==> src/rtl/gpio_controller_if.sv <==
// ============================================================================
//  Module   : gpio_controller_if
//  Brief    : Data-memory request/response bus used by the GPIO controller.
//  Revision : 1.0 - initial release
// ============================================================================
`default_nettype none

interface gpio_controller_if;
  logic [31:0] i_req_addr;
  logic [31:0] i_req_wr_data;
  logic        i_req_wr_en;
  logic [1:0]  i_req_count;
  logic [31:0] o_res_rd_data;
  logic [1:0]  o_res_code;

  modport master (
    output i_req_addr, i_req_wr_data, i_req_wr_en, i_req_count,
    input  o_res_rd_data, o_res_code
  );

  modport slave (
    input  i_req_addr, i_req_wr_data, i_req_wr_en, i_req_count,
    output o_res_rd_data, o_res_code
  );
endinterface

`default_nettype wire

==> src/rtl/gpio_controller.sv <==
// ============================================================================
//  Module   : gpio_controller
//  Brief    : Multi-bank memory-mapped GPIO with set/clear/toggle aliases,
//             synchronised inputs and edge interrupts (W1C status).
//             Count: 0 NONE, 1 BYTE, 2 HALF, 3 WORD.
//             Code : 0 NONE, 1 READ, 2 WRITE, 3 INVALID.
//  Revision : 1.0 - initial release
// ============================================================================
`default_nettype none

module gpio_controller #(
  parameter logic [31:0] ADDR_START  = 32'h0,
  parameter int          BANK_COUNT  = 1,
  parameter int          SYNC_STAGES = 2,
  parameter int          IRQ_EDGE    = 0,
  localparam int         GPIO_W      = BANK_COUNT * 32
) (
  input  wire logic              clk,
  input  wire logic              areset,
  gpio_controller_if.slave       bus,
  input  wire logic [GPIO_W-1:0] i_gpio_in,
  output logic      [GPIO_W-1:0] o_gpio_out,
  output logic      [GPIO_W-1:0] o_gpio_oe,
  output logic                   o_irq
);

  localparam logic [1:0]  c_cnt_none   = 2'd0;
  localparam logic [1:0]  c_cnt_byte   = 2'd1;
  localparam logic [1:0]  c_cnt_half   = 2'd2;
  localparam logic [1:0]  c_cnt_word   = 2'd3;
  localparam logic [1:0]  c_code_none  = 2'd0;
  localparam logic [1:0]  c_code_read  = 2'd1;
  localparam logic [1:0]  c_code_write = 2'd2;
  localparam logic [1:0]  c_code_inv   = 2'd3;
  localparam logic [2:0]  c_reg_out    = 3'd0;
  localparam logic [2:0]  c_reg_oe     = 3'd1;
  localparam logic [2:0]  c_reg_in     = 3'd2;
  localparam logic [2:0]  c_reg_set    = 3'd3;
  localparam logic [2:0]  c_reg_clr    = 3'd4;
  localparam logic [2:0]  c_reg_tgl    = 3'd5;
  localparam logic [2:0]  c_reg_ie     = 3'd6;
  localparam logic [2:0]  c_reg_is     = 3'd7;
  localparam logic [31:0] c_span       = 32'(BANK_COUNT * 32);

  logic [31:0]       r_out  [BANK_COUNT];
  logic [31:0]       r_oe   [BANK_COUNT];
  logic [31:0]       r_ie   [BANK_COUNT];
  logic [31:0]       r_is   [BANK_COUNT];
  logic [GPIO_W-1:0] r_sync [SYNC_STAGES];
  logic [GPIO_W-1:0] r_hist;
  logic [31:0]       r_rd_data;
  logic [1:0]        r_code;

  logic [31:0]       w_off;
  logic              w_in_range;
  logic [2:0]        w_bank;
  logic [2:0]        w_reg;
  logic [1:0]        w_lane;
  logic              w_aligned;
  logic [31:0]       w_mask;
  logic [4:0]        w_shift;
  logic [31:0]       w_wdata;
  logic              w_active;
  logic              w_invalid;
  logic              w_do_write;
  logic [31:0]       w_rd_word;
  logic [GPIO_W-1:0] w_sync_last;
  logic [GPIO_W-1:0] w_edge;

  assign w_off      = bus.i_req_addr - ADDR_START;
  assign w_in_range = (bus.i_req_addr >= ADDR_START) && (w_off < c_span);
  assign w_bank     = w_off[7:5];
  assign w_reg      = w_off[4:2];
  assign w_lane     = w_off[1:0];
  assign w_active   = (bus.i_req_count != c_cnt_none);

  always_comb begin
    w_aligned = 1'b0;
    w_mask    = 32'h0;
    w_shift   = 5'd0;
    case (bus.i_req_count)
      c_cnt_byte: begin
        w_aligned = 1'b1;
        w_shift   = {w_lane, 3'b000};
        w_mask    = 32'h0000_00FF << w_shift;
      end
      c_cnt_half: begin
        w_aligned = ~w_lane[0];
        w_shift   = {w_lane[1], 4'b0000};
        w_mask    = 32'h0000_FFFF << w_shift;
      end
      c_cnt_word: begin
        w_aligned = (w_lane == 2'd0);
        w_mask    = 32'hFFFF_FFFF;
      end
      default: ;
    endcase
  end

  // Data is shifted onto its lane and masked so aliases touch only that lane.
  assign w_wdata    = (bus.i_req_wr_data << w_shift) & w_mask;
  assign w_invalid  = !w_in_range || !w_aligned ||
                      (bus.i_req_wr_en && (w_reg == c_reg_in));
  assign w_do_write = w_active && !w_invalid && bus.i_req_wr_en;

  assign w_sync_last = r_sync[SYNC_STAGES-1];

  generate
    if (IRQ_EDGE == 0) begin : g_edge_rise
      assign w_edge = w_sync_last & ~r_hist;
    end else if (IRQ_EDGE == 1) begin : g_edge_fall
      assign w_edge = ~w_sync_last & r_hist;
    end else begin : g_edge_both
      assign w_edge = w_sync_last ^ r_hist;
    end
  endgenerate

  always_ff @(posedge clk or posedge areset) begin
    if (areset) begin
      for (int s = 0; s < SYNC_STAGES; s++) r_sync[s] <= '0;
      r_hist <= '0;
      for (int b = 0; b < BANK_COUNT; b++) begin
        r_out[b] <= 32'h0;
        r_oe[b]  <= 32'h0;
        r_ie[b]  <= 32'h0;
        r_is[b]  <= 32'h0;
      end
    end else begin
      r_sync[0] <= i_gpio_in;
      for (int s = 1; s < SYNC_STAGES; s++) r_sync[s] <= r_sync[s-1];
      r_hist <= w_sync_last;
      for (int b = 0; b < BANK_COUNT; b++) begin
        if (w_do_write && (w_bank == 3'(b))) begin
          case (w_reg)
            c_reg_out: r_out[b] <= (r_out[b] & ~w_mask) | w_wdata;
            c_reg_set: r_out[b] <= r_out[b] | w_wdata;
            c_reg_clr: r_out[b] <= r_out[b] & ~w_wdata;
            c_reg_tgl: r_out[b] <= r_out[b] ^ w_wdata;
            c_reg_oe:  r_oe[b]  <= (r_oe[b] & ~w_mask) | w_wdata;
            c_reg_ie:  r_ie[b]  <= (r_ie[b] & ~w_mask) | w_wdata;
            default: ;
          endcase
        end
        // New edges are OR-ed after the clear so a coincident edge wins.
        r_is[b] <= (r_is[b] & ~((w_do_write && (w_bank == 3'(b)) &&
                                 (w_reg == c_reg_is)) ? w_wdata : 32'h0))
                   | w_edge[b*32 +: 32];
      end
    end
  end

  // IN returns the value the last sync stage takes at this edge, so a pin
  // change is readable SYNC_STAGES-1 edges after it is first sampled.
  always_comb begin
    w_rd_word = 32'h0;
    for (int b = 0; b < BANK_COUNT; b++) begin
      if (w_bank == 3'(b)) begin
        case (w_reg)
          c_reg_out: w_rd_word = r_out[b];
          c_reg_oe:  w_rd_word = r_oe[b];
          c_reg_in:  w_rd_word = r_sync[SYNC_STAGES-2][b*32 +: 32];
          c_reg_ie:  w_rd_word = r_ie[b];
          c_reg_is:  w_rd_word = r_is[b];
          default:   w_rd_word = 32'h0;
        endcase
      end
    end
  end

  always_ff @(posedge clk or posedge areset) begin
    if (areset) begin
      r_code    <= c_code_none;
      r_rd_data <= 32'h0;
    end else if (!w_active) begin
      r_code    <= c_code_none;
      r_rd_data <= 32'h0;
    end else if (w_invalid) begin
      r_code    <= c_code_inv;
      r_rd_data <= 32'h0;
    end else if (bus.i_req_wr_en) begin
      r_code    <= c_code_write;
      r_rd_data <= 32'h0;
    end else begin
      r_code    <= c_code_read;
      r_rd_data <= (w_rd_word & w_mask) >> w_shift;
    end
  end

  assign bus.o_res_code    = r_code;
  assign bus.o_res_rd_data = r_rd_data;

  generate
    for (genvar gb = 0; gb < BANK_COUNT; gb++) begin : g_pins
      assign o_gpio_out[gb*32 +: 32] = r_out[gb];
      assign o_gpio_oe[gb*32 +: 32]  = r_oe[gb];
    end
  endgenerate

  always_comb begin
    o_irq = 1'b0;
    for (int b = 0; b < BANK_COUNT; b++) o_irq = o_irq | (|(r_is[b] & r_ie[b]));
  end

endmodule

`default_nettype wire

==> src/flat_wrapper.sv <==
// flat-port wrapper written by rule: the top's interface ports become plain ports
module gpio_controller_flat 
#(
  parameter logic [31:0] ADDR_START  = 32'h0,
  parameter int          BANK_COUNT  = 1,
  parameter int          SYNC_STAGES = 2,
  parameter int          IRQ_EDGE    = 0,
  localparam int         GPIO_W      = BANK_COUNT * 32
)
  (clk, areset, i_gpio_in, o_gpio_out, o_gpio_oe, o_irq, bus_i_req_addr, bus_i_req_wr_data, bus_i_req_wr_en, bus_i_req_count, bus_o_res_rd_data, bus_o_res_code);
  gpio_controller_if bus_i ();
  input  wire logic clk;
  input  wire logic areset;
  input  wire logic [GPIO_W-1:0] i_gpio_in;
  output logic      [GPIO_W-1:0] o_gpio_out;
  output logic      [GPIO_W-1:0] o_gpio_oe;
  output logic o_irq;
  input wire logic [$bits(bus_i.i_req_addr)-1:0] bus_i_req_addr;
  input wire logic [$bits(bus_i.i_req_wr_data)-1:0] bus_i_req_wr_data;
  input wire logic [$bits(bus_i.i_req_wr_en)-1:0] bus_i_req_wr_en;
  input wire logic [$bits(bus_i.i_req_count)-1:0] bus_i_req_count;
  output wire logic [$bits(bus_i.o_res_rd_data)-1:0] bus_o_res_rd_data;
  output wire logic [$bits(bus_i.o_res_code)-1:0] bus_o_res_code;
  assign bus_i.i_req_addr = bus_i_req_addr;
  assign bus_i.i_req_wr_data = bus_i_req_wr_data;
  assign bus_i.i_req_wr_en = bus_i_req_wr_en;
  assign bus_i.i_req_count = bus_i_req_count;
  assign bus_o_res_rd_data = bus_i.o_res_rd_data;
  assign bus_o_res_code = bus_i.o_res_code;
  gpio_controller #(.ADDR_START(ADDR_START), .BANK_COUNT(BANK_COUNT), .SYNC_STAGES(SYNC_STAGES), .IRQ_EDGE(IRQ_EDGE)) u_core (.clk(clk), .areset(areset), .bus(bus_i), .i_gpio_in(i_gpio_in), .o_gpio_out(o_gpio_out), .o_gpio_oe(o_gpio_oe), .o_irq(o_irq));
endmodule
==> config.mk <==
export PLATFORM = sky130hd
export DESIGN_NAME = gpio_controller_flat
export DESIGN_NICKNAME = d
export VERILOG_FILES = /design/src/rtl/gpio_controller_if.sv /design/src/rtl/gpio_controller.sv /design/src/flat_wrapper.sv
export SDC_FILE = /design/constraint.sdc
export NUM_CORES = 1
export LEC_CHECK = 0
export ABC_AREA = 1
export CORE_UTILIZATION = 55
export CTS_BUF_LIST = sky130_fd_sc_hd__clkbuf_4 sky130_fd_sc_hd__clkbuf_8
export DETAILED_ROUTE_END_ITERATION = 8
export DONT_BUFFER_PORTS = 1
export GPL_TIMING_DRIVEN = 0
export MAX_ROUTING_LAYER = met4
export PLACE_DENSITY = 0.73
export REMOVE_ABC_BUFFERS = 1
export SYNTH_ARGS = -nofsm -noshare
export SYNTH_HDL_FRONTEND = slang
export SYNTH_SLANG_ARGS = --single-unit
==> constraint.sdc <==
create_clock -name clk -period 10.1 [get_ports clk]
set_input_delay 1.515 -clock clk [delete_from_list [all_inputs] [get_ports clk]]
set_output_delay 1.515 -clock clk [all_outputs]
set_load 0.005 [all_outputs]
Word level (Yosys, flattened, before mapping). Index checks and enable logic that the tools add are counted.

Bits in registers: 258. Input bits: 101. Output and inout port bits: 99. Word-level logic and storage cells: 78.

Magnitude comparators: 2. Eq/ne operators: 10. Shift-type cells: 4. Muxes and demuxes: 13. Bitwise operators: 20. Reduce and logical (&&, ||, !) cells: 20.

Operators with widths (count): $and 32x32->32 (9); $mux 32 (5); $or 32x32->32 (5); $pmux 32 s5 (1); $not 32->32 (4); $pmux 32 s4 (1); $pmux 32 s3 (1); $ge 32x1->1 const B (1); $lt 32x6->1 const B (1); $reduce_or 32->1 (1); $shl 16x5->32 const A (1); $shl 32x5->32 (1); $shl 8x5->32 const A (1); $shr 32x5->32 (1); $xor 32x32->32 (1); $eq 3x3->1 const B (4); $pmux 5 s2 (1); $eq 3x2->1 const B (2); $logic_and 1x1->1 (6); $logic_not 3->1 (2); $mux 2 (3); $reduce_and 2->1 (3); $eq 2x2->1 const B (2); $reduce_bool 4->1 (1); other kinds (8) (11).

Depth between registers and ports, before layout.
Depth after elaboration: 14. Depth in mapped cells: 17.

Worst setup path before layout. No wires, ideal clock.

Kind: in2reg. Start: in bus_i_req_count[1]. End: reg u_core.r_out (netlist bit u_core.o_gpio_out[9]). Library setup time: 0.117 ns. Arrival time: 3.211 ns. Slack: 6.772 ns. Stages: 15. Buffers on the path: 2. Path through: inv_1 -> ha_1 -> buf_2 -> nand3_2 -> buf_2 -> nand2_1 -> nand2_1 -> nor2_1 -> nand2_1 -> ha_1 -> nor2_1 -> a21oi_1 -> nand2_1 -> nand3_1 -> nand2_1.

Word-level cells in the longest chain between the ends: 10.

Ends and longest elaborated chain: start, declared (line flat_wrapper.sv:21) `input wire logic [$bits(bus_i.i_req_count)-1:0] bus_i_req_count;`; parallel branches: the longest is 10 deep, another holds $shl 32x5->32; end signal, assigned by index (line gpio_controller.sv:135) `c_reg_out: r_out[b] <= (r_out[b] & ~w_mask) | w_wdata;`; end signal, assigned by index (line gpio_controller.sv:136) `c_reg_set: r_out[b] <= r_out[b] | w_wdata;`; end signal, assigned by index (line gpio_controller.sv:137) `c_reg_clr: r_out[b] <= r_out[b] & ~w_wdata;`; end, declared (line gpio_controller.sv:45) `logic [31:0] r_out [BANK_COUNT];`.

Parallel ways; which one is timed is not known. A chain may end at the register's enable or synchronous reset.

Worst setup path in the final report.
Start: in bus_i_req_count[1]. End: reg u_core.r_out (netlist bit u_core.o_gpio_out[8]).

The elaborated chain is that of the path after synthesis.

==> metrics <==
status finished clean; CP required 10.55 ns; clk_lat worst skew approximately 0.57 ns; Synth top area share 0.463; Final Cycle Share 0.475; hold_ws around 0.35 ns; max_slew headroom 0.0298; Reg-to-Reg End u_core.bus.o_res_rd_data[6]; Total GRT Usage 0.354; Hold Vio Cnt, Final 0; number of nets in the layout between 2000 and 2500; CP max stage cell nand3_2; Post-CTS Setup Bufs 0; CTS Hold Buffers Added 0; Tot Pwr between 0.002 and 0.0025 W; ys async rst share 1.00; post-placement cell area 14000 um2; antenna-violating nets left 0; die span in x 161 um; Post-Route WL 44000 um; Worst VDD drop between 0.0001 and 0.00015 V; # clock sinks 258; CP max stage delay 1.08 ns; Crit Path Class in2reg; switching pwr 0.000611 W; FF+latch count, synth 258; CP delay by family, top simple AND/OR/NAND/NOR gates; sequential element share of the synthesized area 0.463; Gate power share 0.089; die height 161 um; Flop pwr share 0.452; die area between 20000 and 30000 um2; vias per std cell 5.71; final setup fails 0; hold path start u_core.r_sync[58]; largest cells by area after synthesis dfrtp_1 (46%), nand2_1 (21%), inv_1 (5.6%); TNS Setup 0 ns; Initial Util 0.567; WHS Path Cells 0; FP Rows 57; CP startpoint kind input pin; WL/cell 19.7 um; Crit. End Element register; synthesized area 13900 um2; Synth cell types 33; Design Area, Final 15100 um2; Sw Ratio 0.260; worst path buffer plus inverter count 2; number of global-route vias before repair 11800; Critical Path AT 5.24 ns; slack of the worst reg-to-reg path 8.48 ns; clock network power share 0.459; global-route wire length before repair ~68000 um; initial antenna violation count 0; Post-synth EDFFs 0; Yosys top cell by area dfrtp_1; drt drc 0; Max Cap Viol 0; worst-margin pin slew 1.45 ns; Crit Path Max Fanout 51; H-tree levels 2; worst hold path class reg2reg; Post-CTS Resized 0; Mapped Cells 1901; yosys warns 0; FF-to-FF path depth 6; min cycle time layout 4.79 ns; drt first pass iters 6; share of cells above drive strength 1 0.0746; port buffer count 0; CTS tree done; RSZ-0062 raised after global routing false; total number of vias 12700; core area 24600 um2; largest net degree at the start of global routing 122; Cell Chain, Critical Path inv_1, ha_1, nand3_2, nand2_1, nand2_1, nor2_1, nand2_1, ha_1, nand2_1, o21ai_0, a21oi_1, nand2_1, nand2_1, inv_1; critical path's most frequent cell nand2_1; routability cong. 0.938; Slew Limit Fails 0; Overflow after GRT 0; # IOs 200; count leader, synth nand2_1; Top FF cell, synth dfrtp_1; mean post-synth cell area roughly 7.3 um2; Commonest cells post-synth nand2_1 (783), dfrtp_1 (258), inv_1 (207); P&R area growth vs syn 8.13%; R2R Path Start u_core.o_gpio_out[6]; Num CTS Buffers 44; clock-pin slew on the worst setup and hold paths 0.06 ns; final core occ 0.613; Fmax between 0.2 and 0.25 GHz; diodes inserted 0; total internal power roughly 0.0017 W; dpl hpwl about 30000 um; DR iter-0 viols 1565; worst-case clock buffer depth 3; hold endpoint u_core.w_sync_last[26]; CTS root buffer clkbuf_8; Final Skew 0.0299 ns; P_leak 8.35 nW; Power per Cell Area 156 nW/um2
## metal layers
layer	global-route usage	vias to the layer above	part of all wire
met5	-	-	0
met4	0.176	0	0.052
met3	0.0981	135	0.12
met2	0.521	726	0.44
met1	0.449	5950	0.39
li1	-	5916	-
## worst reg2reg max path, stage by stage, from the launching register on
cell      delay (ns)
dfrtp_1         0.43
inv_1           0.10
o211ai_1        0.09
o21ai_0         0.54
o21ai_0         0.19
nand2_1         0.10
nand2_1         0.07
## kinds of logic (layout without fill, tap and decap cells)
kind of cell	count (synthesis)	after routing	synth area share
buf+inv	305	307	0.0935
flops	258	258	0.463
compound gates	100	100	0.0388
fa+ha+maj	37	37	0.0332
simple gates	1201	1201	0.372
## cell type report
type,instances,area (um2)
Clock buffer,68,848
Tap cell,324,405
Sequential cell,258,6460
Timing Repair Buffer,7,178
Clock inverter,14,175
Fill cell,2290,9520
Multi-Input combinational cell,1338,6190
Inverter,218,826
## worst max-delay path by stage
stage	start	end	slack, ns	cells past startpoint
after detailed placement	bus_i_req_addr[4]	u_core.o_gpio_out[8]	4.27	8
after global routing	bus_i_req_count[1]	u_core.o_gpio_out[8]	5.10	14
final	bus_i_req_count[1]	u_core.o_gpio_out[8]	5.31	14
after floorplan	areset	asynchronous set/reset pin	1.49	1
after CTS	bus_i_req_addr[4]	u_core.o_gpio_out[23]	4.85	8
after global placement	areset	u_core.r_hist[5]	-1.19	1
## per-stage QoR
step | worst slack, ns | instances
3_5_place_dp | 4.27 | 2144
6_report | 5.31 | 2227
3_3_place_gp | -1.19 | 2138
2_1_floorplan | 1.49 | 1814
4_1_cts | 4.85 | 2226
5_1_grt | 5.10 | 2227
## cell usage in the layout (no fill, tap or decap)
cell	count
nand2_4	1
or2_2	1
clkbuf_4	14
nand3_1	138
nand2_1	782
inv_1	205
buf_12	2
a21oi_2	1
dfrtp_1	258
o211ai_1	1
nand3_2	15
nor2_2	8
nor3_1	1
o221ai_1	1
nor2_8	2
nor2_4	4
clkinvlp_4	2
bufinv_16	4
a221oi_1	4
clkinv_2	8
o21ai_1	1
inv_2	12
ha_1	37
o21ai_0	36
nand3b_1	1
nand3_4	2
nand4_1	98
a21oi_1	50
nand4_2	1
inv_8	1
and2_1	9
a22oi_1	6
buf_16	5
clkbuf_8	54
nor2_1	133
nand2_2	5
## power groups by stage
stage	clock (W)	combinational [W]	sequential, W
6_report	0.00108	0.000210	0.00106
5_1_grt	0.00114	0.000231	0.00106
4_1_cts	0.00109	0.000204	0.00106
3_5_place_dp	0	0.000203	0.00108
3_3_place_gp	0	0.000195	0.00108
2_1_floorplan	0	0.000138	0.00108
(Power assumes the default switching activity.)
